### config.mk
export PLATFORM = sky130hd
export DESIGN_NAME = result_writeback_pipe
export DESIGN_NICKNAME = d
export VERILOG_FILES = /design/src/rtl/result_writeback_pipe.sv
export SDC_FILE = /design/constraint.sdc
export NUM_CORES = 2
export LEC_CHECK = 0
export BUFFER_PORTS_ARGS = -buffer_cell sky130_fd_sc_hd__buf_2
export CAP_MARGIN = 20
export CELL_PAD_IN_SITES_DETAIL_PLACEMENT = 0
export CELL_PAD_IN_SITES_GLOBAL_PLACEMENT = 1
export CORE_AREA = 2 2 362 364
export CTS_BUF_LIST = sky130_fd_sc_hd__clkbuf_8
export CTS_CLUSTER_DIAMETER = 120
export DETAILED_ROUTE_END_ITERATION = 12
export DIE_AREA = 0 0 364 366
export PLACE_DENSITY = 0.95
export SLEW_MARGIN = 0
export SYNTH_ARGS = -nofsm -noshare
export SYNTH_HDL_FRONTEND = slang
export SYNTH_SLANG_ARGS = --single-unit
### constraint.sdc
create_clock -name clk -period 13.7 [get_ports clk]
set_input_delay 0 -clock clk [delete_from_list [all_inputs] [get_ports clk]]
set_output_delay 0 -clock clk [all_outputs]
set_load 0.02 [all_outputs]
### src/rtl/result_writeback_pipe.sv
// Result writeback pipe: holds execute results for their op latency, drives the single
// register-file write port and forwards in-flight values to the three read ports.
module result_writeback_pipe #(
  parameter int DATA_W  = 128,
  parameter int ADDR_W  = 7,
  parameter int MAX_LAT = 7
) (
  input  logic              clk,
  input  logic              reset,
  input  logic              ex_valid,
  output logic              ex_ready,
  input  logic [2:0]        ex_latency,
  input  logic [ADDR_W-1:0] ex_rt,
  input  logic              ex_reg_write,
  input  logic [DATA_W-1:0] ex_result,
  input  logic              flush,
  input  logic [ADDR_W-1:0] rd_ra_addr,
  input  logic [ADDR_W-1:0] rd_rb_addr,
  input  logic [ADDR_W-1:0] rd_rc_addr,
  output logic              fwd_ra_hit,
  output logic              fwd_rb_hit,
  output logic              fwd_rc_hit,
  output logic [DATA_W-1:0] fwd_ra_data,
  output logic [DATA_W-1:0] fwd_rb_data,
  output logic [DATA_W-1:0] fwd_rc_data,
  output logic              wb_en,
  output logic [ADDR_W-1:0] wb_addr,
  output logic [DATA_W-1:0] wb_data,
  output logic              busy
);

  localparam int NSLOT = MAX_LAT;
  localparam int AGE_W = $clog2(MAX_LAT + 1);

  // Entries live in the slot indexed by their remaining cycles, so the table shifts
  // down one slot per edge and slot 0 is always the retiring entry. Accept blocking
  // guarantees at most one entry per rem value.
  logic [NSLOT-1:0]  valid_q, valid_d;
  logic [NSLOT-1:0]  we_q, we_d;
  logic [ADDR_W-1:0] rt_q   [NSLOT];
  logic [ADDR_W-1:0] rt_d   [NSLOT];
  logic [DATA_W-1:0] data_q [NSLOT];
  logic [DATA_W-1:0] data_d [NSLOT];
  logic [AGE_W-1:0]  age_q  [NSLOT];
  logic [AGE_W-1:0]  age_d  [NSLOT];

  logic [2:0]        lat_s;
  logic              accept_s;
  logic [ADDR_W-1:0] rd_addr_s [3];
  logic              hit_s     [3];
  logic [DATA_W-1:0] fdata_s   [3];
  logic [AGE_W-1:0]  best_s    [3];

  always_comb begin
    lat_s = ex_latency;
    if (ex_latency == 3'd0) begin
      lat_s = 3'd1;
    end else if (int'(ex_latency) > MAX_LAT) begin
      lat_s = 3'(MAX_LAT);
    end else begin
      lat_s = ex_latency;
    end
  end

  always_comb begin
    ex_ready = 1'b1;
    for (int r = 0; r < NSLOT; r++) begin
      if (valid_q[r] && (r == int'(lat_s))) begin
        ex_ready = 1'b0;
      end else begin
        ex_ready = ex_ready;
      end
    end
  end

  assign accept_s = ex_valid && ex_ready && !flush;

  always_comb begin
    valid_d = '0;
    we_d    = '0;
    for (int r = 0; r < NSLOT; r++) begin
      rt_d[r]   = '0;
      data_d[r] = '0;
      age_d[r]  = '0;
    end
    for (int r = 0; r < NSLOT - 1; r++) begin
      valid_d[r] = valid_q[r+1];
      we_d[r]    = we_q[r+1];
      rt_d[r]    = rt_q[r+1];
      data_d[r]  = data_q[r+1];
      age_d[r]   = age_q[r+1] + AGE_W'(1);
      // A younger write to the same register that retires earlier kills this one.
      if (accept_s && ex_reg_write && valid_q[r+1] && we_q[r+1] &&
          (rt_q[r+1] == ex_rt) && ((r + 1) > int'(lat_s))) begin
        we_d[r] = 1'b0;
      end else begin
        we_d[r] = we_q[r+1];
      end
    end
    if (accept_s) begin
      valid_d[int'(lat_s) - 1] = 1'b1;
      we_d[int'(lat_s) - 1]    = ex_reg_write;
      rt_d[int'(lat_s) - 1]    = ex_rt;
      data_d[int'(lat_s) - 1]  = ex_result;
      age_d[int'(lat_s) - 1]   = '0;
    end else begin
      valid_d = valid_d;
    end
    if (flush) begin
      valid_d = '0;
      we_d    = '0;
    end else begin
      valid_d = valid_d;
    end
  end

  always_ff @(posedge clk) begin
    if (reset) begin
      valid_q <= '0;
      we_q    <= '0;
      for (int r = 0; r < NSLOT; r++) begin
        rt_q[r]   <= '0;
        data_q[r] <= '0;
        age_q[r]  <= '0;
      end
    end else begin
      valid_q <= valid_d;
      we_q    <= we_d;
      for (int r = 0; r < NSLOT; r++) begin
        rt_q[r]   <= rt_d[r];
        data_q[r] <= data_d[r];
        age_q[r]  <= age_d[r];
      end
    end
  end

  assign rd_addr_s[0] = rd_ra_addr;
  assign rd_addr_s[1] = rd_rb_addr;
  assign rd_addr_s[2] = rd_rc_addr;

  // Youngest matching writer (smallest age) supplies the forwarded value.
  always_comb begin
    for (int p = 0; p < 3; p++) begin
      hit_s[p]   = 1'b0;
      fdata_s[p] = '0;
      best_s[p]  = '0;
      for (int r = 0; r < NSLOT; r++) begin
        if (valid_q[r] && we_q[r] && (rt_q[r] == rd_addr_s[p]) &&
            (!hit_s[p] || (age_q[r] < best_s[p]))) begin
          hit_s[p]   = 1'b1;
          fdata_s[p] = data_q[r];
          best_s[p]  = age_q[r];
        end else begin
          hit_s[p]   = hit_s[p];
        end
      end
    end
  end

  assign fwd_ra_hit  = hit_s[0];
  assign fwd_rb_hit  = hit_s[1];
  assign fwd_rc_hit  = hit_s[2];
  assign fwd_ra_data = fdata_s[0];
  assign fwd_rb_data = fdata_s[1];
  assign fwd_rc_data = fdata_s[2];

  assign wb_en   = valid_q[0] && we_q[0];
  assign wb_addr = wb_en ? rt_q[0] : '0;
  assign wb_data = wb_en ? data_q[0] : '0;
  assign busy    = |valid_q;

endmodule

==> impl_metrics.yaml <==
pwr:
  sw_frac_of_total: 0.271
  p_int_w: 0.00448
  ir_worst_vdd_uv: 90.5
  p_comb_frac: 0.058
  power.leakage_nw: 29.5
  power_w: 0.00615
  pwr-share-seq: 0.472
  power.switching_w: 0.00167
  power_density_nw_per_um2: 87.6
  p_clk_frac: 0.470
clocking:
  htree_levels: 4
  clk_pin_slew_worst_paths_ns: 0.06
  clk_path_buf_depth: 3
  cts_setup_buffers: 0
  clock_latency_ns: 0.95
  cts_root_buffer: "clkbuf_8"
  cts_tree: "built"
  cts_buffers: 176
  clkSinkCount: 974
setup_path:
  slowest_delay_ns: 0.98
  slowest_stage: "dfxtp_4"
  cp-end-kind: "output port"
  crit_fanout: 89
  cp.arrival_ns: 12.31
  crit_type: "reg2out"
  rr_worst_depth: 9
  critPathLaunchType: "flop"
  cp.required_ns: 13.70
placed_design:
  portBuffers: 688
  post_dp_cell_area_um2: 63700
  dpl_worst_slack_ns: 2.73
  place.gp.congestion: 0.968
  place_hpwl_um: 172000
cells_and_area:
  nets: 9713
  fillers: 12400
  post-route-util: 0.545
  drive_above_1_share: 0.119
  area_growth_pct: 16.0
  fin_area_um2: 70200
  final_common_cell: "nand2_1"
  final_cell_mix: "nand2_1 (2403), a21oi_1 (1512), dfxtp_1 (972)"
grt:
  grt_pass1_vias: 68300
  antenna_found_initial: 19
  grt_pass1_wl_um: 435000
  grt_max_degree: 202
  global_route.overflow_total: 0
  track_usage: 0.422
drt:
  dr.pass1.iters: 9
  drt_iter0_markers: 11800
  ant_nets: 0
  vias: 74000
  remaining_drc_errors: 0
  drt-wirelength-per-cell_um: 26.0
  viasPerCell: 6.49
  wirelength_um: 296000
synth:
  synth_area_leader_cell: "dfxtp_1"
  yosysSeqAreaShare: 0.322
  synth_top_area_frac: 0.322
  yosys_warnings: 0
  synthCells: 9216
  synth_edf_count: 0
  yosysUniqueCellTypes: 86
  syn_area_um2: 60500
  synthTopCellsByArea: "dfxtp_1 (32%), nand2_1 (15%), a21oi_1 (13%), nor2_1 (5.0%), clkbuf_1 (4.7%)"
  synth_seq_cells: 974
  async_flop_share: 0
  synth_flop_cell: "dfxtp_1"
  avgSynthCellArea_um2: 6.57
  synth_nets: 9400
sta:
  finClkSkew_ns: 0.0490
  final_max_slew_viol_count: 0
  fmax_mhz: 81.3
  min_period_ns: 12.31
  tightest_slew_ns: 1.30
  fin_ws_ns: 1.39
  setup_viol: 0
  fin_crit_sh: 0.898
  finalHoldViolCount: 0
  rsz0062_at_grt: "false"
  setup-tns-final_ns: 0
  slew_headroom: 0.134
outcome:
  status: "finished clean"
min_path:
  worstHoldPathCells: 4
  hold_path_class: "in2reg"
floorplanning:
  die_height_um: 366
  num_io_pins: 689
  start_util: 0.469
  core_area_um2: 129000
  rows: 132
  die-area_um2: 133000
  die_w_um: 364
job:
  drv_cap: 0
-- critical path, delay by kind of cell, from the launching register on --
family,cells,cell delay [ns]
adder cells (fa/ha/maj),3,0.74
multiplexers,1,0.45
AO/OA/AOI/OAI,13,4.39
buffers and inverters,3,1.79
flip-flops,1,0.98
AND/OR/NAND/NOR,10,2.75
-- worst paths after layout --
kind	startpoint	to	slack, ns
hold / removal	flush	we_q[3]	0.09
setup / recovery	we_q[0]	fwd_rc_data[2]	1.39
setup reg to reg	valid_q[5]	data_q[1][175]	9.54
hold reg to reg	data_q[1][96]	data_q[0][224]	0.44
-- what timing repair did --
| item | CTS | global route |
|---|---|---|
| hold buffers | 291 | 0 |
| setup endpoints to repair | 0 | 0 |
| resized for setup | 0 | 0 |
| endpoints found under the hold margin | 970 | 0 |
-- sequential cells by signal (all words and copies together), names as in the netlist --
name	cells
rt_q	49
age_q	15
valid_q	7
we_q	7
data_q	896
-- cell usage after synthesis, drive strengths merged, types with 149 or more instances --
| library cell | number |
|---|---|
| a31oi | 257 |
| and2 | 149 |
| a32oi | 208 |
| nor2 | 809 |
| dfxtp | 974 |
| o21ai | 348 |
| nand2 | 2412 |
| nand3 | 423 |
| clkbuf | 765 |
| buf | 183 |
| o211ai | 281 |
| a21oi | 1515 |
-- layout make-up --
type	instances	area (um2)	area share
timing repair buffer	1083	7370	0.105
inverter	30	113	0.00160
clock inverter	89	515	0.00734
tap	1742	2180	0.0310
sequential	974	19500	0.278
multi-input combinational	7264	37500	0.534
clock buffer	222	3060	0.0435
antenna	7	17.5	0.000249
-- through the flow --
step	instances	hold slack, ns
detailed placement	10800	0.312
global route	11400	0.0754
global placement	10800	0.304
finish	11400	0.0914
floorplan	9216	0.122
CTS	11400	0.00265
-- cells by family after synthesis --
family | after synthesis | share of synthesized area
compound gates | 2755 | 0.266
xor+xnor | 192 | 0.0278
fa+ha+maj | 21 | 0.00432
buf+inv | 978 | 0.0651
flops | 974 | 0.322
mux | 175 | 0.0299
simple gates | 4121 | 0.285
-- per-layer routing --
layer	part of all wire	track usage	vias up	wire [um]
li1	-	-	32500	-
met1	0.37	0.549	33800	110000
met2	0.41	0.606	6395	122000
met3	0.15	0.131	1312	45700
met4	0.064	0.253	12	19000
met5	0.00033	0	-	98
-- power by group through the flow --
stage          registers, W  logic [W]  clock network [W]
3_3_place_gp        0.00296   0.000268                  0
2_1_floorplan       0.00295   0.000152                  0
5_1_grt             0.00291   0.000371            0.00300
3_5_place_dp        0.00296   0.000271                  0
4_1_cts             0.00290   0.000340            0.00288
6_report            0.00290   0.000357            0.00289
No activity file was read; power rests on OpenSTA's default activity.
